$ cat src/rtl/uart_tx_top.sv
// uart_tx_top
// Serial UART transmitter. Each accepted request sends one frame:
// a start bit (0), eight data bits LSB first, one parity bit and a stop bit (1).
// Every bit is held for CLKS_PER_BIT system clock cycles.
//
// Parameters:
//   CLKS_PER_BIT  clock cycles per serial bit (1..65535)
//   PARITY_ODD    0 = even parity, 1 = odd parity
//
// Ports:
//   clk       system clock, rising edge active
//   rst       asynchronous active-low reset
//   tx_start  send request, sampled only while idle
//   tx_data   byte to send, captured when tx_start is accepted
//   tx_out    registered serial line, idles high
//   busy      high while a frame is in progress
//   done      one-cycle pulse in the first idle cycle after a frame

module uart_tx_top #(
  parameter int unsigned CLKS_PER_BIT = 1,
  parameter bit          PARITY_ODD   = 1'b0
) (
  input  logic       clk,
  input  logic       rst,
  input  logic       tx_start,
  input  logic [7:0] tx_data,
  output logic       tx_out,
  output logic       busy,
  output logic       done
);

  typedef enum logic [2:0] {
    IDLE,
    START,
    DATA,
    PARITY,
    STOP
  } state_t;

  localparam logic [15:0] LAST_CLK = 16'(CLKS_PER_BIT - 1);

  state_t      state, state_next;
  logic [7:0]  shift_reg, shift_next;
  logic [2:0]  bit_cnt, bit_next;
  logic [15:0] clk_cnt, clk_next;
  logic        parity_bit, parity_next;
  logic        tx_out_next, busy_next, done_next;
  logic        period_end;

  assign period_end = (clk_cnt == LAST_CLK);

  always_ff @(posedge clk or negedge rst) begin
    if (!rst) begin
      state      <= IDLE;
      shift_reg  <= '0;
      bit_cnt    <= '0;
      clk_cnt    <= '0;
      parity_bit <= 1'b0;
      tx_out     <= 1'b1;
      busy       <= 1'b0;
      done       <= 1'b0;
    end else begin
      state      <= state_next;
      shift_reg  <= shift_next;
      bit_cnt    <= bit_next;
      clk_cnt    <= clk_next;
      parity_bit <= parity_next;
      tx_out     <= tx_out_next;
      busy       <= busy_next;
      done       <= done_next;
    end
  end

  always_comb begin
    state_next  = state;
    shift_next  = shift_reg;
    bit_next    = bit_cnt;
    clk_next    = clk_cnt;
    parity_next = parity_bit;
    done_next   = 1'b0;

    unique case (state)
      IDLE: begin
        if (tx_start) begin
          state_next  = START;
          shift_next  = tx_data;
          parity_next = (^tx_data) ^ PARITY_ODD;
          bit_next    = '0;
          clk_next    = '0;
        end
      end
      START, DATA, PARITY, STOP: begin
        if (period_end) begin
          clk_next = '0;
          case (state)
            START:  state_next = DATA;
            DATA: begin
              // Shift only at the end of a bit period so shift_reg[0] is the bit on the line.
              shift_next = {1'b0, shift_reg[7:1]};
              bit_next   = bit_cnt + 3'd1;
              if (bit_cnt == 3'd7) begin
                state_next = PARITY;
              end
            end
            PARITY: state_next = STOP;
            default: begin
              state_next = IDLE;
              done_next  = 1'b1;
            end
          endcase
        end else begin
          clk_next = clk_cnt + 16'd1;
        end
      end
      default: state_next = IDLE;
    endcase
  end

  // The line level is decoded from the next state so tx_out itself is a
  // flop output and changes in the same cycle the state does.
  always_comb begin
    tx_out_next = 1'b1;
    busy_next   = (state_next != IDLE);
    case (state_next)
      IDLE:    tx_out_next = 1'b1;
      START:   tx_out_next = 1'b0;
      DATA:    tx_out_next = shift_next[0];
      PARITY:  tx_out_next = parity_next;
      STOP:    tx_out_next = 1'b1;
      default: tx_out_next = 1'b1;
    endcase
  end

endmodule

$ cat config.mk
export PLATFORM = sky130hd
export DESIGN_NAME = uart_tx_top
export DESIGN_NICKNAME = d
export VERILOG_FILES = /design/src/rtl/uart_tx_top.sv
export SDC_FILE = /design/constraint.sdc
export NUM_CORES = 1
export LEC_CHECK = 0
export ABC_CLOCK_PERIOD_IN_PS = 5000
export BUFFER_PORTS_ARGS = -buffer_cell sky130_fd_sc_hd__buf_2
export CORE_MARGIN = 5
export CORE_UTILIZATION = 30
export DETAILED_ROUTE_END_ITERATION = 10
export GPL_TIMING_DRIVEN = 0
export SLEW_MARGIN = 20
export SYNTH_ARGS = -nofsm -noshare
export SYNTH_HDL_FRONTEND = slang
export SYNTH_SLANG_ARGS = --single-unit
$ cat constraint.sdc
create_clock -name clk -period 5 [get_ports clk]
set_clock_uncertainty 0.05 [all_clocks]
set_input_delay 0.75 -clock clk [delete_from_list [all_inputs] [get_ports clk]]
set_output_delay 0.75 -clock clk [all_outputs]
set_load 0.005 [all_outputs]
==> results by group, run 1 <==
Run status
  • Status: complete, no violations

Cells and area
  • ANT cells: 0
  • Final Net Count: 230
  • Combined area of the multi-input logic cells: ~1000 um^2
  • Largest register FFs: 16
  • Fillers: around 650
  • Area grow syn2layout: 14.1%
  • Final Util: a little over a third
  • Register area: 852 um^2
  • Share of cells above drive strength 1: between 15 and 20%

Logic synthesis
  • Gate Count Post-Synth: 195
  • Number of synthesized register bits: 34
  • FFs w/ async S/R, synth: 100%
  • Synth top area share: 43.0%
  • Syn_nets: 210
  • Ys flop type: dfrtp_1
  • Cell Area, Synth: a little under 0.002 mm^2
  • Synth area leader: dfrtp_1
  • EDFF count, synth: 0
  • Synth Area per Inst: 9.85 um^2
  • Yosys cell types: 47
  • Ys Warns: 0
  • Seq/Total Area, Yosys: 44.4%
  • Dominant cells by area after synthesis: dfrtp_1, xnor2_1, nor2_1, a22o_1, a21o_1

CTS
  • Post_cts resized: 0
  • Later-pin clock latency in the skew report: 280 ps
  • Number of hold-repair buffers added at the cts stage: 0
  • Htree depth: 2
  • Post-CTS setup buffers: 0
  • Clock buffer depth: 2
  • Clock sink count: 34
  • CTS Root Cell: clkbuf_8
  • Num CTS Buffers: 5
  • CTS clock-pin slew for the worst setup and hold paths: around 70 ps
  • CTS tree: done

Pwr
  • Logic pwr share: roughly 5.3%
  • Net Switching: 0.000115 W
  • Worst-case vdd ir drop: between 0.1 and 0.15 mV
  • Switching share of total power: 21.0%
  • Seq pwr share: about half
  • Int Pwr: between 0.0004 and 0.0005 W
  • Clk pwr share: 43.0%
  • Static Leak: approximately 0.99 nW
  • Overall power: ~0.00055 W
  • Cell Pwr Density: ~250 mW/mm^2

Timing
  • Fin. max-slew vios: 0
  • Fmax: 416 MHz
  • RSZ-0062 raised after global routing: false
  • Final setup fails: 0
  • Fin. Hold Viols: 0
  • Worst slew pin tran: 764 ps
  • Slew HR: between 40% and 50%
  • Final min period: 2400 ps
  • Setup TNS Final: 0 ps
  • Final worst-path cycle share: just under 50%

Floorplan
  • Core Footprint: roughly 0.0063 mm^2
  • I/O Pins: 14
  • Die ar.: 0.00810 mm^2
  • Die width: approximately 90 um
  • Die height: about 90 um
  • Placement Rows: 29
  • Initial Utilization: 30.6%

Routing
  • Vias per cell: roughly 5.0
  • DRT iter0 DRCs: 50
  • Vias: between 1000 and 1500
  • Drt wl/cell: around 14 um
  • Overall routed net length: approximately 4000 um
  • Remaining DRCs: 0
  • First-pass DRT Iterations: 4
  • Detail Route Antenna Nets: 0

Placed design
  • Hpwl dp: just under 3000 um
  • Port bufs: 13
  • Routability Congestion: 0.814

Global routing
  • Total gr overflow: 0
  • Global-route wire length before repair: slightly above 7000 um
  • Vias in the first global route: around 1500
  • GRT Util Overall: between 10% and 20%
  • Initial antenna violation count: 0
  • Largest net degree at the start of global routing: 35

Critical path
  • CP Capture Type: flip-flop
  • CP max stage delay: between 400 and 500 ps
  • CP Cell Sequence: inv_1 -> ha_1 -> or4b_4 -> nor4_2 -> mux2i_1 -> nor2b_1 -> nand3b_1
  • CP Class: reg2reg
  • Critical Path Fanout Max: 8
  • Slowest-stage cell, CP: or4b_4
  • CP arrival: around 2500 ps
  • CP startpoint kind: flip-flop
  • WP data required: ~5100 ps

Hold path
  • Worst hold path class: reg2reg

Job
  • Max_cap viols: 0
[worst max-delay path, delay by kind of cell, from the launching register on]
kind / cells / cell delay [ps]
buf+inv: 1 / 120
mux: 1 / 280
flops: 1 / 470
simple gates: 4 / 1210
fa+ha+maj: 1 / 150
[worst paths after layout]
| kind | cells after the start | to | slack, ps | startpoint |
|---|---|---|---|---|
| max in group asynchronous | 1 | shift_reg[7] | 3920 | rst |
| worst max-delay path | 7 | busy | 2600 | clk_cnt[0] |
| min in group asynchronous | 1 | clk_cnt[6] | 490 | rst |
| worst max register to register | 7 | busy | 2600 | clk_cnt[0] |
| worst min register to register | 1 | shift_reg[1] | 430 | shift_reg[1] |
| worst min-delay path | 1 | shift_reg[1] | 430 | shift_reg[1] |
[placed cells by master, fill, tap and decap left out, types with 2 or more instances in the layout]
cell,count
a21o_1,8
a22o_1,9
a31oi_1,2
and3_1,3
and4_1,2
buf_2,16
buf_4,3
clkbuf_1,4
clkbuf_8,8
dfrtp_1,33
ha_1,4
inv_1,5
mux2i_1,3
nand2_1,8
nand2b_1,2
nand3_1,10
nand4_1,5
nor2_1,25
nor2b_1,4
nor3_1,8
nor4_1,3
o21ai_0,4
or2_2,2
or3_1,2
or4_1,2
xnor2_1,15
xor2_1,5
[cell families after synthesis]
kind of cell | count (synthesis) | synth area share, %
compound gates | 34 | 13.5
xor+xnor | 20 | 9.12
fa+ha+maj | 4 | 2.61
buf+inv | 15 | 3.71
flops | 34 | 44.4
mux | 4 | 2.15
simple gates | 84 | 24.6
[power by group through the flow]
stage          Sequential, W  Combinational [W]  Clock, W
2_1_floorplan       0.000287          0.0000163         0
3_3_place_gp        0.000287          0.0000295         0
3_5_place_dp        0.000288          0.0000300         0
4_1_cts             0.000282          0.0000301  0.000246
5_1_grt             0.000283          0.0000327  0.000261
6_report            0.000282          0.0000292  0.000235
[cell usage after synthesis, types with 3 or more instances]
| library cell | count |
|---|---|
| nor4_1 | 3 |
| and3_1 | 3 |
| a22o_1 | 9 |
| nor2b_1 | 4 |
| xor2_1 | 5 |
| o21ai_0 | 4 |
| clkbuf_1 | 4 |
| nor3_1 | 8 |
| nand3_1 | 10 |
| mux2i_1 | 3 |
| xnor2_1 | 15 |
| nor2_1 | 25 |
| buf_4 | 3 |
| nand2_1 | 8 |
| ha_1 | 4 |
| inv_1 | 5 |
| nand4_1 | 5 |
| a21o_1 | 8 |
| dfrtp_1 | 33 |
| buf_2 | 3 |
[final cells by class]
| type | count | area share, % |
|---|---|---|
| multi-input cells | 146 | 45.5 |
| well taps | 77 | 4.39 |
| flip-flops and latches | 34 | 38.9 |
| plain buffers | 10 | 2.40 |
| inverters | 5 | 0.856 |
| clock buffers | 8 | 5.02 |
| repair buffers | 13 | 2.97 |
[routing by layer]
| metal | vias to the layer above | part of all wire (%) | global-route usage [%] |
|---|---|---|---|
| met4 | 0 | 1.2 | 3.35 |
| met2 | 23 | 44 | 16.3 |
| met3 | 6 | 2.9 | 2.92 |
| met1 | 695 | 52 | 14.4 |
| li1 | 742 | - | - |
| met5 | - | 0 | 0 |
[per-stage QoR]
stage | setup slack [ps] | std cells | hold slack [ps] | area [um^2]
final | 2600 | 293 | 427 | 2190
after global routing | 2360 | 293 | 454 | 2190
after floorplan | 2870 | 195 | 391 | 1920
after global placement | 2610 | 285 | 410 | 2080
after CTS | 2570 | 293 | 434 | 2190
after detailed placement | 2590 | 285 | 418 | 2080
Note: power is estimated with default switching activity, not from simulation.
==> inputs of run 2 (changes only) <==
- ABC_CLOCK_PERIOD_IN_PS: 5000 -> 2300
- clock period: 5 -> 2.3 ns (I/O delays scaled with it)
==> results by group, run 2 (synthesized netlist as in run 1, its figures left out) <==
Run status
  • Status: complete, no violations

Pwr
  • Static Leak: ~1.0 nW
  • Overall power: 0.00119 W
  • Worst-case vdd ir drop: 0.318 mV
  • Cell Pwr Density: 520 mW/mm^2

Timing
  • Final setup fails: 0
  • Worst setup margin: slightly above 60 ps
  • Worst slew pin tran: 760 ps
  • Fin. max-slew vios: 0
  • Hold slack: 76.7 ps
  • Final min period: approximately 2200 ps
  • Final worst-path cycle share: between 90% and 100%
  • Setup TNS Final: 0 ps
  • Fin. Hold Viols: 0
  • Slew HR: between 40% and 50%
  • Fmax: between 400 and 500 MHz

Floorplan
  • Placement Rows: 29
  • I/O Pins: 14
  • Die ar.: between 0.008 and 0.009 mm^2
  • Core Footprint: between 0.006 and 0.007 mm^2
  • Die height: ~90 um
  • Die width: 90.0 um
  • Initial Utilization: ~31%

Routing
  • Vias per cell: between 4 and 5
  • First-pass DRT Iterations: 4
  • Overall routed net length: 4090 um
  • Remaining DRCs: 0
  • DRT iter0 DRCs: 47
  • Vias: 1486
  • Drt wl/cell: 13.7 um
  • Detail Route Antenna Nets: 0

Cells and area
  • Area grow syn2layout: 19.0%
  • Register area: 856 um^2
  • Most common cell after layout, fill and taps aside: dfrtp_1
  • Largest register FFs: 16
  • Share of cells above drive strength 1: between 20% and 30%
  • Most frequent cells in the layout: dfrtp_1, nor2_1, buf_2
  • Combined area of the multi-input logic cells: 0.00105 mm^2
  • Final Net Count: roughly 240
  • ANT cells: 0
  • Fillers: 646

Global routing
  • GR Util met1: 14.7%
  • Met2 GRT Util: 16.4%
  • Initial antenna violation count: 0
  • Vias in the first global route: 1567
  • Met3 Resource Use GR: 2.92%
  • Total gr overflow: 0
  • GRT Util Overall: 10.7%
  • Largest net degree at the start of global routing: 35
  • Grt peak-use layer: met2
  • Global-route wire length before repair: ~7300 um

CTS
  • Clock buffer depth: 2
  • Num CTS Buffers: 5
  • Clock sink count: 34
  • Number of hold-repair buffers added at the cts stage: 0
  • CTS tree: done
  • Htree depth: 2
  • CTS Root Cell: clkbuf_8
  • CTS clock-pin slew for the worst setup and hold paths: 70 ps
  • Later-pin clock latency in the skew report: about 280 ps

Critical path
  • CP startpoint kind: flip-flop
  • CP Cell Sequence: inv_2 -> ha_4 -> or4b_4 -> nor4_4 -> mux2i_2 -> nor2_1 -> o32a_1
  • WP data required: 2460 ps
  • CP max stage delay: roughly 500 ps
  • Critical Path Fanout Max: 6
  • CP Buf/Inv Count: 1
  • CP arrival: about 2400 ps
  • CP Class: reg2reg
  • Slowest-stage cell, CP: or4b_4
  • Top delay family on crit path: simple AND/OR/NAND/NOR gates
  • CP Capture Type: flip-flop

Placed design
  • Port bufs: 13
  • Place WS: -112 ps
  • Routability Congestion: slightly above 0.8
  • Hpwl dp: 2890 um

Hold path
  • Worst hold path class: in2async

Job
  • Max_cap viols: 0
==> run 2: worst paths after layout <==
kind                         startpoint            to  slack, ps  cells past startpoint
hold reg to reg            shift_reg[1]  shift_reg[1]        420                      1
min in group clk             tx_data[7]  shift_reg[7]        270                      2
setup / recovery             clk_cnt[0]        tx_out         60                      7
setup reg to reg             clk_cnt[0]        tx_out         60                      7
hold / removal                      rst    clk_cnt[6]         80                      1
max in group asynchronous           rst    clk_cnt[0]       1580                      1
==> run 2: per-layer routing <==
layer	routed length (um)	vias up
li1	-	749
met1	2010	707
met2	1880	23
met3	143	7
met4	49	0
met5	0	-
==> run 2: per-stage QoR <==
| step | utilization (%) | area [um^2] | std cells |
|---|---|---|---|
| after floorplan | - | 1920 | 195 |
| after global placement | 33.2 | 2080 | 285 |
| after detailed placement | 33.2 | 2080 | 285 |
| after CTS | 35.4 | 2220 | 293 |
| after global routing | 36.4 | 2280 | 298 |
| final | 36.4 | 2280 | 298 |
==> run 2: final cells by class <==
class                      instances  area share, %
tap                               77           4.22
timing repair buffer              18           4.49
buffer                            10           2.30
sequential                        34           37.5
clock buffer                       8           4.82
inverter                           5          0.821
multi-input combinational        146           45.9
==> run 2: report_power, final <==
| group | internal, W | switching [W] |
|---|---|---|
| registers | 0.000609 | 0.00000537 |
| clock network | 0.000302 | 0.000209 |
| logic | 0.0000282 | 0.0000354 |
| total | 0.000939 | 0.000250 |
==> run 2: worst register-to-register path, delay by kind of cell, from the launching register on <==
kind / cells / cell delay (ps)
compound gates: 1 / 160
simple gates: 3 / 930
mux: 1 / 360
flops: 1 / 450
fa+ha+maj: 1 / 130
buf+inv: 1 / 100
==> run 2: timing repair <==
item | in CTS | in global routing
gates resized for setup | 7 | 7
endpoints found under the hold margin | 0 | 0
setup endpoints to repair | 16 | 21
buffers inserted | 0 | 5
pin swaps | 2 | 4
